File: config.mk
export PLATFORM = sky130hd
export DESIGN_NAME = i2c_slave_regif
export DESIGN_NICKNAME = d
export VERILOG_FILES = /design/src/rtl/i2c_slave_regif.sv
export SDC_FILE = /design/constraint.sdc
export NUM_CORES = 1
export LEC_CHECK = 0
export CORE_AREA = 5 5 77 79
export CTS_BUF_LIST = sky130_fd_sc_hd__clkbuf_16
export DETAILED_ROUTE_END_ITERATION = 12
export DIE_AREA = 0 0 82 84
export PLACE_DENSITY = 0.77
export SLEW_MARGIN = 15
export SYNTH_ARGS = -nofsm -noshare
export SYNTH_HDL_FRONTEND = slang
export SYNTH_SLANG_ARGS = --single-unit
File: constraint.sdc
create_clock -name i_clk -period 3.1 [get_ports i_clk]
set_input_delay 0.62 -clock i_clk [delete_from_list [all_inputs] [get_ports i_clk]]
set_output_delay 0.62 -clock i_clk [all_outputs]
set_load 0.05 [all_outputs]
File: src/rtl/i2c_slave_regif.sv
// I2C target front-end for a local register file.
// Oversamples SCL/SDA in the clk domain, decodes START/STOP, address, register
// pointer and data bytes, ACKs its own address, emits one-cycle write strobes and
// serves read bytes from a combinational register-file port.
//
// Ports:
//   i_clk       system clock, at least 8x the SCL frequency
//   i_reset     synchronous, active-high reset
//   i_scl_in    raw SCL from the bus
//   i_sda_in    raw SDA from the bus
//   o_sda_oe    1 = pull SDA low, 0 = release
//   o_wr_en     one-cycle write strobe
//   o_wr_addr   register address for the write
//   o_wr_data   write data
//   o_rd_addr   current register pointer
//   i_rd_data   register file data at o_rd_addr (combinational)
//   o_busy      high from an addressed START until STOP, NACK or mismatch
module i2c_slave_regif #(
  parameter logic [6:0]  SLAVE_ADDR  = 7'h50,
  parameter int unsigned SYNC_STAGES = 2  // must be >= 2
) (
  input  logic       i_clk,
  input  logic       i_reset,
  input  logic       i_scl_in,
  input  logic       i_sda_in,
  output logic       o_sda_oe,
  output logic       o_wr_en,
  output logic [7:0] o_wr_addr,
  output logic [7:0] o_wr_data,
  output logic [7:0] o_rd_addr,
  input  logic [7:0] i_rd_data,
  output logic       o_busy
);

  typedef enum logic [3:0] {
    StIdle, StAddr, StAddrAck, StReg, StRegAck,
    StWdata, StWdataAck, StRdata, StRdataAck, StIgnore
  } state_e;

  logic [SYNC_STAGES-1:0] r_scl_sync, r_sda_sync;
  logic                   r_scl_hist, r_sda_hist;
  state_e                 r_state, w_state_nxt;
  logic [3:0]             r_cnt, w_cnt_nxt;
  logic [7:0]             r_shift, w_shift_nxt;
  logic [7:0]             r_ptr, w_ptr_nxt;
  logic                   r_rw, w_rw_nxt;
  logic                   r_phase, w_phase_nxt;  // ACK sub-phase / master-ACK seen
  logic                   r_sda_oe, w_sda_oe_nxt;
  logic                   r_wr_en, w_wr_en_nxt;
  logic [7:0]             r_wr_addr, w_wr_addr_nxt;
  logic [7:0]             r_wr_data, w_wr_data_nxt;
  logic                   r_busy, w_busy_nxt;

  logic       w_scl, w_sda, w_scl_rise, w_scl_fall, w_start, w_stop;
  logic [7:0] w_byte;

  assign w_scl      = r_scl_sync[SYNC_STAGES-1];
  assign w_sda      = r_sda_sync[SYNC_STAGES-1];
  assign w_scl_rise = w_scl & ~r_scl_hist;
  assign w_scl_fall = ~w_scl & r_scl_hist;
  // SCL must be high in both samples so an SCL edge is never mistaken for START/STOP
  assign w_start    = w_scl & r_scl_hist & r_sda_hist & ~w_sda;
  assign w_stop     = w_scl & r_scl_hist & ~r_sda_hist & w_sda;
  assign w_byte     = {r_shift[6:0], w_sda};

  always_ff @(posedge i_clk) begin
    if (i_reset) begin
      r_scl_sync <= '1;
      r_sda_sync <= '1;
      r_scl_hist <= 1'b1;
      r_sda_hist <= 1'b1;
      r_state    <= StIdle;
      r_cnt      <= 4'd0;
      r_shift    <= 8'd0;
      r_ptr      <= 8'd0;
      r_rw       <= 1'b0;
      r_phase    <= 1'b0;
      r_sda_oe   <= 1'b0;
      r_wr_en    <= 1'b0;
      r_wr_addr  <= 8'd0;
      r_wr_data  <= 8'd0;
      r_busy     <= 1'b0;
    end else begin
      r_scl_sync <= {r_scl_sync[SYNC_STAGES-2:0], i_scl_in};
      r_sda_sync <= {r_sda_sync[SYNC_STAGES-2:0], i_sda_in};
      r_scl_hist <= w_scl;
      r_sda_hist <= w_sda;
      r_state    <= w_state_nxt;
      r_cnt      <= w_cnt_nxt;
      r_shift    <= w_shift_nxt;
      r_ptr      <= w_ptr_nxt;
      r_rw       <= w_rw_nxt;
      r_phase    <= w_phase_nxt;
      r_sda_oe   <= w_sda_oe_nxt;
      r_wr_en    <= w_wr_en_nxt;
      r_wr_addr  <= w_wr_addr_nxt;
      r_wr_data  <= w_wr_data_nxt;
      r_busy     <= w_busy_nxt;
    end
  end

  always_comb begin
    w_state_nxt   = r_state;
    w_cnt_nxt     = r_cnt;
    w_shift_nxt   = r_shift;
    w_ptr_nxt     = r_ptr;
    w_rw_nxt      = r_rw;
    w_phase_nxt   = r_phase;
    w_sda_oe_nxt  = r_sda_oe;
    w_wr_en_nxt   = 1'b0;
    w_wr_addr_nxt = r_wr_addr;
    w_wr_data_nxt = r_wr_data;
    w_busy_nxt    = r_busy;

    if (w_start) begin
      w_state_nxt  = StAddr;
      w_cnt_nxt    = 4'd0;
      w_phase_nxt  = 1'b0;
      w_sda_oe_nxt = 1'b0;
    end else if (w_stop) begin
      w_state_nxt  = StIdle;
      w_phase_nxt  = 1'b0;
      w_sda_oe_nxt = 1'b0;
      w_busy_nxt   = 1'b0;
    end else begin
      unique case (r_state)
        StIdle, StIgnore: w_sda_oe_nxt = 1'b0;

        StAddr, StReg, StWdata: begin
          if (w_scl_rise) begin
            w_shift_nxt = w_byte;
            w_cnt_nxt   = r_cnt + 4'd1;
            if (r_cnt == 4'd7) begin
              w_cnt_nxt   = 4'd0;
              w_phase_nxt = 1'b0;
              if (r_state == StAddr) begin
                if (w_byte[7:1] == SLAVE_ADDR) begin
                  w_rw_nxt    = w_byte[0];
                  w_busy_nxt  = 1'b1;
                  w_state_nxt = StAddrAck;
                end else begin
                  w_busy_nxt  = 1'b0;
                  w_state_nxt = StIgnore;
                end
              end else if (r_state == StReg) begin
                w_ptr_nxt   = w_byte;
                w_state_nxt = StRegAck;
              end else begin
                // Strobe lands the cycle after the 8th rise, pointer advances with it
                w_wr_en_nxt   = 1'b1;
                w_wr_addr_nxt = r_ptr;
                w_wr_data_nxt = w_byte;
                w_ptr_nxt     = r_ptr + 8'd1;
                w_state_nxt   = StWdataAck;
              end
            end
          end
        end

        StAddrAck, StRegAck, StWdataAck: begin
          if (w_scl_fall) begin
            if (!r_phase) begin
              w_sda_oe_nxt = 1'b1;
              w_phase_nxt  = 1'b1;
            end else begin
              w_sda_oe_nxt = 1'b0;
              w_phase_nxt  = 1'b0;
              w_cnt_nxt    = 4'd0;
              if (r_state == StAddrAck && r_rw) begin
                w_shift_nxt  = i_rd_data;
                w_sda_oe_nxt = ~i_rd_data[7];
                w_state_nxt  = StRdata;
              end else if (r_state == StAddrAck) begin
                w_state_nxt = StReg;
              end else begin
                w_state_nxt = StWdata;
              end
            end
          end
        end

        StRdata: begin
          if (w_scl_fall) begin
            if (r_cnt == 4'd7) begin
              w_sda_oe_nxt = 1'b0;
              w_cnt_nxt    = 4'd0;
              w_phase_nxt  = 1'b0;
              w_state_nxt  = StRdataAck;
            end else begin
              w_shift_nxt  = {r_shift[6:0], 1'b0};
              w_sda_oe_nxt = ~r_shift[6];
              w_cnt_nxt    = r_cnt + 4'd1;
            end
          end
        end

        StRdataAck: begin
          if (w_scl_rise) begin
            if (!w_sda) begin
              w_ptr_nxt   = r_ptr + 8'd1;
              w_phase_nxt = 1'b1;
            end else begin
              w_busy_nxt  = 1'b0;
              w_state_nxt = StIgnore;
            end
          end else if (w_scl_fall && r_phase) begin
            w_shift_nxt  = i_rd_data;
            w_sda_oe_nxt = ~i_rd_data[7];
            w_cnt_nxt    = 4'd0;
            w_phase_nxt  = 1'b0;
            w_state_nxt  = StRdata;
          end
        end

        default: begin
          w_state_nxt  = StIdle;
          w_sda_oe_nxt = 1'b0;
        end
      endcase
    end
  end

  assign o_sda_oe  = r_sda_oe;
  assign o_wr_en   = r_wr_en;
  assign o_wr_addr = r_wr_addr;
  assign o_wr_data = r_wr_data;
  assign o_rd_addr = r_ptr;
  assign o_busy    = r_busy;

endmodule
==> flow_metrics.py <==
metrics = {
    "floorplanning": {
        "rows": 27,
        "die_area_um2": 6888,
        "die_y_um": 84,
        "initial_core_util": 0.5294,
        "core_area_um2": 5270,
        "io_pins": 39,
        "die_w_um": 82,
    },
    "logic_synthesis": {
        "synth_edf_count": 0,
        "synth_area_um2": 2790,
        "syn_nets": 343,
        "yosysTopAreaCell": "dfxtp_1",
        "avgSynthCellArea_um2": 8.481,
        "yosys_warnings": 0,
        "ys_seq_area_frac": 0.3587,
        "synth.distinct_cells": 64,
        "ys_top_cells_by_area": "dfxtp_1, mux2i_1, nor2_1, a21oi_1, o21ai_0",
        "yosysTopAreaCellShare": 0.3587,
        "synth_ff_type": "dfxtp_1",
        "synth_seq_cells": 50,
        "synth_cells": 329,
        "synthArstFlopShare": 0,
    },
    "sta": {
        "fmax_mhz": 425.1,
        "skew_ns": 0.004480,
        "slew_violations": 0,
        "setup_tns_ns": 0,
        "fin_crit_sh": 0.7588,
        "timing.final.crit_period_ns": 2.352,
        "setup_violations": 0,
        "rsz0062_at_grt": "false",
        "worst_pin_slew_ns": 0.6427,
        "final-hold-violation-count": 0,
        "slew_headroom": 0.5696,
    },
    "final_layout": {
        "syn_to_final_growth_pct": 20.09,
        "post-route-util": 0.6358,
        "diodes": 0,
        "drive_gt1_frac": 0.09471,
        "final_nets": 373,
        "fin_area_um2": 3351,
    },
    "cts": {
        "htree_levels": 2,
        "cts_tree": "done",
        "clock_tree.root_cell": "clkbuf_16",
        "post-cts-setup-buffers": 0,
        "cts_num_sinks": 50,
        "clkLatencyLatePin_ns": 0.29,
        "cts_hold_buffers": 0,
        "cts-resized-gates": 0,
        "clock_path_buffers": 2,
        "cts_buffers": 5,
        "path_clk_slew_ns": 0.07,
    },
    "routing": {
        "via_count": 2523,
        "drcViolationCount": 0,
        "post_drt_wl_per_cell_um": 15.71,
        "ant_nets": 0,
        "via_per_inst": 5.854,
        "drt-total-wl_um": 6773,
        "drtIter0Drc": 380,
        "dr.pass1.iters": 4,
    },
    "setup_path": {
        "crit_path_end_kind": "flip-flop",
        "slowest_delay_ns": 0.51,
        "crit_slowest_cell": "or4_1",
        "crit_path_cell_trace": "or2_0 > a21oi_4 > o2bb2ai_1 > buf_4 > or4_1 > nand3_1",
        "reg2reg_depth": 6,
        "critPathKind": "reg2reg",
        "startpoint_type": "flip-flop",
        "cp_max_fo": 20,
        "worstPathRequired_ns": 3.33,
        "arrival_ns": 2.58,
    },
    "grt": {
        "grt.overflow.total": 0,
        "grtUsageTotal": 0.2141,
        "antenna_found_initial": 0,
        "grt_pass1_vias": 2316,
        "grt_max_degree": 30,
        "grt_pass1_wl_um": 11670,
    },
    "power_and_ir_drop": {
        "total_power_w": 0.001229,
        "peakVddDrop_mv": 0.2904,
        "p_per_area_nw_per_um2": 366.8,
        "p_leak_nw": 1.284,
    },
    "status": {
        "outcome": "completed",
    },
    "place": {
        "place_congestion": 0.9196,
        "detailed_place_hpwl_um": 4744,
        "post_dp_cell_area_um2": 3212,
        "portBuffers": 38,
    },
    "job": {
        "drv_cap": 0,
    },
    "worst_hold_path": {
        "hold_path_depth": 1,
        "worstHoldPathType": "reg2reg",
    },
}
[where the power goes]
group	internal, W	switching [W]
logic	0.0000229	0.0000274
clock network	0.000296	0.000232
registers	0.000645	0.00000534
[worst paths after layout]
path | from | endpoint | slack [ns]
worst max register to register | r_state[2] | r_cnt[3] | 0.75
worst min-delay path | r_sda_sync[0] | r_sda_sync[1] | 0.41
worst max-delay path | r_state[2] | r_cnt[3] | 0.75
worst min register to register | r_sda_sync[0] | r_sda_sync[1] | 0.41
[flip-flops by register name (all words and copies together) (netlist names), 2 cells and up]
| signal | cells |
|---|---|
| r_sda_sync | 2 |
| o_wr_data | 8 |
| r_cnt | 4 |
| r_shift | 7 |
| o_rd_addr | 8 |
| r_scl_sync | 2 |
| r_state | 4 |
| o_wr_addr | 8 |
[area by class of cell]
type,count,area [µm²]
Clock inverter,2,13.76
Clock buffer,5,125.1
Sequential cell,50,1001
Timing Repair Buffer,48,455.4
Fill cell,475,1919
Multi-Input combinational cell,250,1650
Inverter,4,15.01
Tap cell,72,90.09
[synth_stat cells (6+ instances only)]
cell	n
a21oi_1	23
mux2i_1	26
nand2_1	18
or3_1	10
nand2b_1	8
dfxtp_1	50
buf_2	12
nor3b_1	6
nand3_1	10
o21ai_0	23
clkbuf_1	8
nor2_1	39
[cell families (layout without fill, tap and decap cells)]
group | after synthesis | in the layout | share of synthesized area
AND/OR/NAND/NOR | 127 | 127 | 0.2457
XOR/XNOR | 2 | 2 | 0.006279
multiplexers | 27 | 27 | 0.09731
flip-flops | 50 | 50 | 0.3587
buffers and inverters | 29 | 59 | 0.04977
adder cells (fa/ha/maj) | 2 | 2 | 0.008967
AO/OA/AOI/OAI | 92 | 92 | 0.2332
[per-layer routing]
metal  wire, µm  up-vias  GRT usage
li1           -     1268          -
met1       3095     1168     0.3184
met2       3124       76     0.3086
met3        443       11    0.03996
met4        109        0    0.06647
met5          0        -          0
[critical path, delay by kind of cell, from the launching register on]
kind            cells  cell delay (ns)
compound gates      2             0.58
buf+inv             1             0.21
flops               1             0.49
simple gates        3             1.03
[placed cells by master (no fill, tap or decap), drive strengths merged, types with 4 or more instances in the layout]
master	synthesis	layout
dfxtp	50	50
nor2	39	39
clkdlybuf4s50	0	38
mux2i	26	26
a21oi	24	24
o21ai	23	23
nand2	18	18
or3	10	10
nand3	10	10
buf	17	10
nand2b	8	8
or2	7	7
nor3b	6	6
o31ai	5	5
clkbuf	8	5
nor3	4	4
and3	4	4
o311ai	4	4
o211ai	4	4
a31oi	4	4
inv	3	4
[stage by stage]
step	setup WS, ns	instances	hold slack [ns]
floorplan	1.127	329	0.3895
global placement	0.8312	424	0.3921
detailed placement	0.7867	424	0.3976
CTS	0.7731	431	0.4168
global route	0.6068	431	0.4354
finish	0.7478	431	0.4146
No activity file was read; power rests on OpenSTA's default activity.
